### config.mk
export PLATFORM = sky130hd
export DESIGN_NAME = rc4_engine_flat
export DESIGN_NICKNAME = d
export VERILOG_FILES = /design/src/rtl/rc4_engine_if.sv /design/src/rtl/rc4_engine.sv /design/src/flat_wrapper.sv
export SDC_FILE = /design/constraint.sdc
export NUM_CORES = 1
export LEC_CHECK = 0
export ABC_CLOCK_PERIOD_IN_PS = 3700
export CAP_MARGIN = 40
export CELL_PAD_IN_SITES_DETAIL_PLACEMENT = 1
export CELL_PAD_IN_SITES_GLOBAL_PLACEMENT = 2
export CORE_ASPECT_RATIO = 0.8
export CORE_MARGIN = 2
export CORE_UTILIZATION = 31
export DETAILED_ROUTE_END_ITERATION = 7
export PLACE_DENSITY_LB_ADDON = 0.1
export SLEW_MARGIN = 10
export SYNTH_ARGS = -nofsm -noshare
export SYNTH_HDL_FRONTEND = slang
export SYNTH_SLANG_ARGS = --single-unit
export TNS_END_PERCENT = 1
### constraint.sdc
create_clock -name clock -period 3.7 [get_ports clock]
set_input_delay 0.74 -clock clock [delete_from_list [all_inputs] [get_ports clock]]
set_output_delay 0.74 -clock clock [all_outputs]
set_load 0.03 [all_outputs]
### src/rtl/rc4_engine_if.sv
// S-memory bus for rc4_engine: one 256x8 synchronous RAM with 2-edge read latency.
//   s_address : word address (engine -> memory)
//   s_data    : write data   (engine -> memory)
//   s_wren    : write enable (engine -> memory)
//   s_q       : read data    (memory -> engine), valid two edges after address
interface rc4_engine_if;
  logic [7:0] s_address;
  logic [7:0] s_data;
  logic       s_wren;
  logic [7:0] s_q;

  modport master (output s_address, output s_data, output s_wren, input s_q);
  modport slave  (input s_address, input s_data, input s_wren, output s_q);
endinterface

### src/rtl/rc4_engine.sv
// RC4 keystream engine: builds S in an external RAM (INIT), scrambles it with the
// key (KSA, 8 cycles/byte), then emits MSG_LEN keystream bytes (PRGA, 12 cycles/byte).
//   clock, reset_n : clock and asynchronous active-low reset
//   start          : run request, honoured only while idle
//   secret_key     : key, byte 0 in the MSBs; captured at start
//   mem            : S-memory bus (master side); idle fields read 0 for OR-muxing
//   busy           : high whenever not idle
//   done           : one-cycle pulse at run completion
//   ks_valid       : one-cycle strobe per keystream byte
//   ks_byte        : keystream byte, held until the next strobe
//   ks_index       : 0-based index of ks_byte
module rc4_engine #(
  parameter  int unsigned KEY_BYTES = 3,
  parameter  int unsigned MSG_LEN   = 32,
  localparam int unsigned KW        = (MSG_LEN > 1) ? $clog2(MSG_LEN) : 1,
  localparam int unsigned KCW       = (KEY_BYTES > 1) ? $clog2(KEY_BYTES) : 1
) (
  input  logic                   clock,
  input  logic                   reset_n,
  input  logic                   start,
  input  logic [8*KEY_BYTES-1:0] secret_key,
  rc4_engine_if.master           mem,
  output logic                   busy,
  output logic                   done,
  output logic                   ks_valid,
  output logic [7:0]             ks_byte,
  output logic [KW-1:0]          ks_index
);

  typedef enum logic [3:0] {
    ST_IDLE, ST_INIT, ST_RDI, ST_WTI, ST_CAPI, ST_RDJ, ST_WTJ, ST_CAPJ,
    ST_WRI, ST_WRJ, ST_INC, ST_RDK, ST_WTK, ST_OUT, ST_DONE
  } state_e;

  state_e                 state_q, state_d;
  logic                   prga_q, prga_d;
  logic [7:0]             i_q, i_d, j_q, j_d, si_q, si_d, sj_q, sj_d;
  logic [KW-1:0]          k_q, k_d;
  logic [KCW-1:0]         kc_q, kc_d;
  logic [8*KEY_BYTES-1:0] key_q, key_d;
  logic [7:0]             addr_q, addr_d, data_q, data_d;
  logic                   wren_q, wren_d;
  logic                   busy_q, busy_d, done_q, done_d, ksv_q, ksv_d;
  logic [7:0]             ksb_q, ksb_d;
  logic [KW-1:0]          ksi_q, ksi_d;
  logic [7:0]             key_byte;

  // Key byte selected by the wrapping key counter (i mod KEY_BYTES without a divider).
  always_comb begin
    key_byte = '0;
    for (int n = 0; n < KEY_BYTES; n++) begin
      if (kc_q == KCW'(n)) key_byte = key_q[8*(KEY_BYTES-1-n) +: 8];
    end
  end

  // Next state, datapath, and the registered bus/status values for the next cycle.
  always_comb begin
    state_d = state_q;
    prga_d  = prga_q;
    i_d     = i_q;
    j_d     = j_q;
    k_d     = k_q;
    kc_d    = kc_q;
    si_d    = si_q;
    sj_d    = sj_q;
    key_d   = key_q;
    ksb_d   = ksb_q;
    ksi_d   = ksi_q;
    ksv_d   = 1'b0;
    done_d  = 1'b0;
    addr_d  = '0;
    data_d  = '0;
    wren_d  = 1'b0;

    case (state_q)
      ST_IDLE: begin
        if (start) begin
          state_d = ST_INIT;
          prga_d  = 1'b0;
          i_d     = '0;
          j_d     = '0;
          k_d     = '0;
          kc_d    = '0;
          key_d   = secret_key;
        end
      end
      ST_INIT: begin
        if (i_q == 8'd255) begin
          state_d = ST_RDI;
          i_d     = '0;
          j_d     = '0;
          kc_d    = '0;
        end else begin
          i_d = i_q + 8'd1;
        end
      end
      ST_RDI:  state_d = ST_WTI;
      ST_WTI:  state_d = ST_CAPI;
      ST_CAPI: begin
        state_d = ST_RDJ;
        si_d    = mem.s_q;
        j_d     = prga_q ? (j_q + mem.s_q) : (j_q + mem.s_q + key_byte);
      end
      ST_RDJ:  state_d = ST_WTJ;
      ST_WTJ:  state_d = ST_CAPJ;
      ST_CAPJ: begin
        state_d = ST_WRI;
        sj_d    = mem.s_q;
      end
      ST_WRI:  state_d = ST_WRJ;
      ST_WRJ: begin
        if (prga_q) begin
          state_d = ST_RDK;
        end else begin
          kc_d = (kc_q == KCW'(KEY_BYTES - 1)) ? '0 : kc_q + KCW'(1);
          if (i_q == 8'd255) begin
            state_d = ST_INC;
            prga_d  = 1'b1;
            i_d     = '0;
            j_d     = '0;
            k_d     = '0;
          end else begin
            state_d = ST_RDI;
            i_d     = i_q + 8'd1;
          end
        end
      end
      ST_INC: begin
        state_d = ST_RDI;
        i_d     = i_q + 8'd1;
      end
      ST_RDK:  state_d = ST_WTK;
      ST_WTK:  state_d = ST_OUT;
      ST_OUT: begin
        ksb_d = mem.s_q;
        ksi_d = k_q;
        ksv_d = 1'b1;
        if (k_q == KW'(MSG_LEN - 1)) begin
          state_d = ST_DONE;
        end else begin
          state_d = ST_INC;
          k_d     = k_q + KW'(1);
        end
      end
      ST_DONE: state_d = ST_IDLE;
      default: state_d = ST_IDLE;
    endcase

    // Bus fields are driven only in the cycles that use them; all else stays 0.
    case (state_d)
      ST_INIT: begin
        addr_d = i_d;
        data_d = i_d;
        wren_d = 1'b1;
      end
      ST_RDI: addr_d = i_d;
      ST_RDJ: addr_d = j_d;
      ST_WRI: begin
        addr_d = i_d;
        data_d = sj_d;
        wren_d = 1'b1;
      end
      ST_WRJ: begin
        addr_d = j_d;
        data_d = si_d;
        wren_d = 1'b1;
      end
      ST_RDK:  addr_d = si_d + sj_d;
      ST_DONE: done_d = 1'b1;
      default: ;
    endcase

    busy_d = (state_d != ST_IDLE);
  end

  // State and output registers.
  always_ff @(posedge clock or negedge reset_n) begin
    if (!reset_n) begin
      state_q <= ST_IDLE;
      prga_q  <= 1'b0;
      i_q     <= '0;
      j_q     <= '0;
      k_q     <= '0;
      kc_q    <= '0;
      si_q    <= '0;
      sj_q    <= '0;
      key_q   <= '0;
      addr_q  <= '0;
      data_q  <= '0;
      wren_q  <= 1'b0;
      busy_q  <= 1'b0;
      done_q  <= 1'b0;
      ksv_q   <= 1'b0;
      ksb_q   <= '0;
      ksi_q   <= '0;
    end else begin
      state_q <= state_d;
      prga_q  <= prga_d;
      i_q     <= i_d;
      j_q     <= j_d;
      k_q     <= k_d;
      kc_q    <= kc_d;
      si_q    <= si_d;
      sj_q    <= sj_d;
      key_q   <= key_d;
      addr_q  <= addr_d;
      data_q  <= data_d;
      wren_q  <= wren_d;
      busy_q  <= busy_d;
      done_q  <= done_d;
      ksv_q   <= ksv_d;
      ksb_q   <= ksb_d;
      ksi_q   <= ksi_d;
    end
  end

  assign mem.s_address = addr_q;
  assign mem.s_data    = data_q;
  assign mem.s_wren    = wren_q;
  assign busy          = busy_q;
  assign done          = done_q;
  assign ks_valid      = ksv_q;
  assign ks_byte       = ksb_q;
  assign ks_index      = ksi_q;

endmodule

### src/flat_wrapper.sv
// flat-port wrapper written by rule: the top's interface ports become plain ports
module rc4_engine_flat 
#(
  parameter  int unsigned KEY_BYTES = 3,
  parameter  int unsigned MSG_LEN   = 32,
  localparam int unsigned KW        = (MSG_LEN > 1) ? $clog2(MSG_LEN) : 1,
  localparam int unsigned KCW       = (KEY_BYTES > 1) ? $clog2(KEY_BYTES) : 1
)
  (clock, reset_n, start, secret_key, busy, done, ks_valid, ks_byte, ks_index, mem_s_address, mem_s_data, mem_s_wren, mem_s_q);
  rc4_engine_if mem_i ();
  input  logic clock;
  input  logic reset_n;
  input  logic start;
  input  logic [8*KEY_BYTES-1:0] secret_key;
  output logic busy;
  output logic done;
  output logic ks_valid;
  output logic [7:0] ks_byte;
  output logic [KW-1:0] ks_index;
  output wire logic [$bits(mem_i.s_address)-1:0] mem_s_address;
  output wire logic [$bits(mem_i.s_data)-1:0] mem_s_data;
  output wire logic [$bits(mem_i.s_wren)-1:0] mem_s_wren;
  input wire logic [$bits(mem_i.s_q)-1:0] mem_s_q;
  assign mem_s_address = mem_i.s_address;
  assign mem_s_data = mem_i.s_data;
  assign mem_s_wren = mem_i.s_wren;
  assign mem_i.s_q = mem_s_q;
  rc4_engine #(.KEY_BYTES(KEY_BYTES), .MSG_LEN(MSG_LEN)) u_core (.clock(clock), .reset_n(reset_n), .start(start), .secret_key(secret_key), .mem(mem_i), .busy(busy), .done(done), .ks_valid(ks_valid), .ks_byte(ks_byte), .ks_index(ks_index));
endmodule
==> metrics.yaml <==
rows: 43
num_io_pins: 68
final_common_cell: "nand2_1"
via_per_inst: 5.02
drtIter0Drc: 205
postRouteAntennaNets: 0
tritoncts: "done"
cp_top_family: "compound AO/OA/AOI/OAI gates"
seq_area_frac_synth_pct: 46.2
status: "finished clean"
dr.pass1.iters: 4
setup_violations: 0
hold_buffers: 0
final_cell_mix: "nand2_1, dfrtp_1, clkdlybuf4s50_1, buf_4, o21ai_0"
synthesis.nets: 657
postLayoutCellArea_mm2: 0.00707
crit_type: "input pin to register"
period_needed_ps: 3500
timing.final.max_slew_violations: 0
drcViolationCount: 0
holdWs_ps: 343
synth_edf_count: 0
synthSimpleGateAreaFrac_pct: 20.0
dieHeight_um: 123
grt_pass1_vias: 4887
clkSinkCount: 101
htreeDepth: 3
crit_path_end_kind: "register"
globalRouteOverflowTotal: 0
finalCritPeriodShare_pct: 94.5
place_congestion: 0.834
maxSlewHeadroom_pct: 54.6
synthFlopType: "dfrtp_1"
cts-root-buf: "clkbuf_16"
async_flop_share_pct: 100
antenna_found_initial: 0
cp-start-kind: "input pin"
clk_latency_ps: 360
finalHoldViolCount: 0
grt_max_degree: 39
synth_top_family_by_area: "simple AND/OR/NAND/NOR gates"
critPathArrivalTime_ps: 3740
placed_cell_area_mm2: 0.00671
io_buffers: 67
dieArea_mm2: 0.0187
p_leak_nw: 3.27
hold_path_class: "input pin to asynchronous set/reset pin"
powerDensity_mw_per_mm2: 529
ys_types: 62
clock_path_buffers: 2
max_slew.worst_pin.slew_ps: 676
max_freq_mhz: 286
fp.dieW_um: 153
slowest_stage: "clkdlybuf4s50_1"
drive_gt1_share_pct: 13.5
grtUsageTotal_pct: 19.0
finalClockSkew_ps: 7.21
synthAdderAreaFrac_pct: 6.59
critPathBufInv: 1
syn_to_final_growth_pct: 29.4
critPathMaxFanout: 4
syn_area_mm2: 0.00547
path_clk_slew_ps: 80
routedWlPerCell_um: 18.2
netlist_instances: 595
timing.rr.start: "u_core.state_q[2]"
peakVddDrop_uv: 239
syn_area_per_cell_um2: 9.19
cts_inserted_buffers: 9
slowest_delay_ps: 500
coreArea_mm2: 0.0173
worstPathCellList: "clkdlybuf4s50_1 -> ha_1 -> o21a_1 -> o31a_1 -> o21ai_1 -> nand2b_1 -> xor2_1 -> ha_1 -> nand4_1 -> a21oi_1 -> and3b_1 -> xnor2_1 -> nand2_1 -> xnor2_1 -> a221o_1"
synth_xor_area_share_pct: 3.84
grt_pass1_wl_um: 27500
r2r_slack_ps: 310
r2r_end: "u_core.mem.s_address[7]"
initial_core_util_pct: 31.6
drv_cap: 0
routed_wl_um: 16900
crit_required_ps: 3950
nets: 760
synth_compound_area_share_pct: 16.5
yosysWarnings: 0
muxShareOfSynthArea_pct: 3.91
r2r_cells: 10
dpl.hpwl_um: 13200
diodes: 0
vias: 4659
synth-seq-cells: 101
[synthesized netlist by cell type, types with 8 or more instances]
library cell	n	area, um^2
mux2i_1	11	110
xnor2_1	18	158
nor2_1	24	90.1
nand2b_1	8	50.1
nor3_1	8	40.0
ha_1	24	300
o21ai_0	44	220
nand3_1	16	80.1
a21oi_1	25	125
mux2_2	8	90.1
clkbuf_1	21	78.8
inv_1	16	60.1
a22oi_1	9	67.6
nand2_1	162	608
dfrtp_1	101	2530
[flip-flops by register name, summed over array words and instances (netlist names), 2 cells and up]
register	flops
u_core.key_q	24
u_core.i_q	8
u_core.j_q	8
u_core.ks_byte	8
u_core.mem.s_address	8
u_core.mem.s_data	8
u_core.si_q	8
u_core.sj_q	8
u_core.k_q	5
u_core.ks_index	5
u_core.state_q	4
u_core.kc_q	2
[worst register-to-register path, delay by kind of cell (launching register included)]
| kind | cells | cell delay [ps] |
|---|---|---|
| DFF | 1 | 540 |
| and+or+nand+nor | 1 | 490 |
| muxes | 1 | 380 |
| xor gates and xnor gates | 1 | 170 |
| adders and majority gates | 1 | 230 |
| buffers and inverters | 1 | 300 |
| AOI/OAI and AO/OA | 5 | 1170 |
[cell families after synthesis]
family / count (synthesis)
flops: 101
mux: 20
fa+ha+maj: 27
compound gates: 134
simple gates: 247
xor+xnor: 24
buf+inv: 42
[final cells by class]
class                      count  area, um^2
sequential                   101        2530
multi-input combinational    452        2820
inverter                      18        67.6
clock buffer                   9         225
clock inverter                 7         108
timing repair buffer         116        1050
fill                        2002       10200
tap                          225         282
[timing repair]
item | in CTS | in global routing
hold endpoints to repair | 0 | 0
gates resized for setup | 5 | 9
setup buffers | 0 | 1
endpoints found under the setup margin | 4 | 5
pin swaps | 1 | 2
[power by group]
group | switching, mW | internal, mW
Sequential | 0.135 | 1.31
Combinational | 0.702 | 0.513
Clock | 0.475 | 0.606
Total | 1.31 | 2.43
[worst max-delay path by stage]
stage / to / start / cells past startpoint
after floorplan: u_core.mem.s_address[7] / u_core.state_q[3] / 13
after global placement: u_core.mem.s_address[7] / mem_s_q[0] / 17
after detailed placement: u_core.mem.s_address[7] / mem_s_q[0] / 17
after CTS: u_core.mem.s_address[6] / mem_s_q[1] / 15
after global routing: u_core.mem.s_address[7] / mem_s_q[3] / 15
final: u_core.mem.s_address[7] / mem_s_q[3] / 15
[through the flow]
step / util, % / setup TNS [ps] / worst slack (ps) / power [mW] / std cells
floorplan: - / 0 / 212 / 2.14 / 595
global placement: 38.6 / -2090 / -417 / 2.62 / 909
detailed placement: 38.7 / -2830 / -468 / 2.66 / 911
CTS: 40.7 / 0 / 20.6 / 3.76 / 927
global route: 40.8 / -0.149 / -0.149 / 3.97 / 928
finish: 40.8 / 0 / 203 / 3.74 / 928
[metal layers]
layer,GRT usage (%),share of wire [%],up-vias
met3,4.87,3.7,16
met4,3.94,1.3,0
li1,-,-,2267
met1,28.0,52,2312
met2,28.3,43,64
met5,0,0,-
Power figures use the tool's default switching activity.
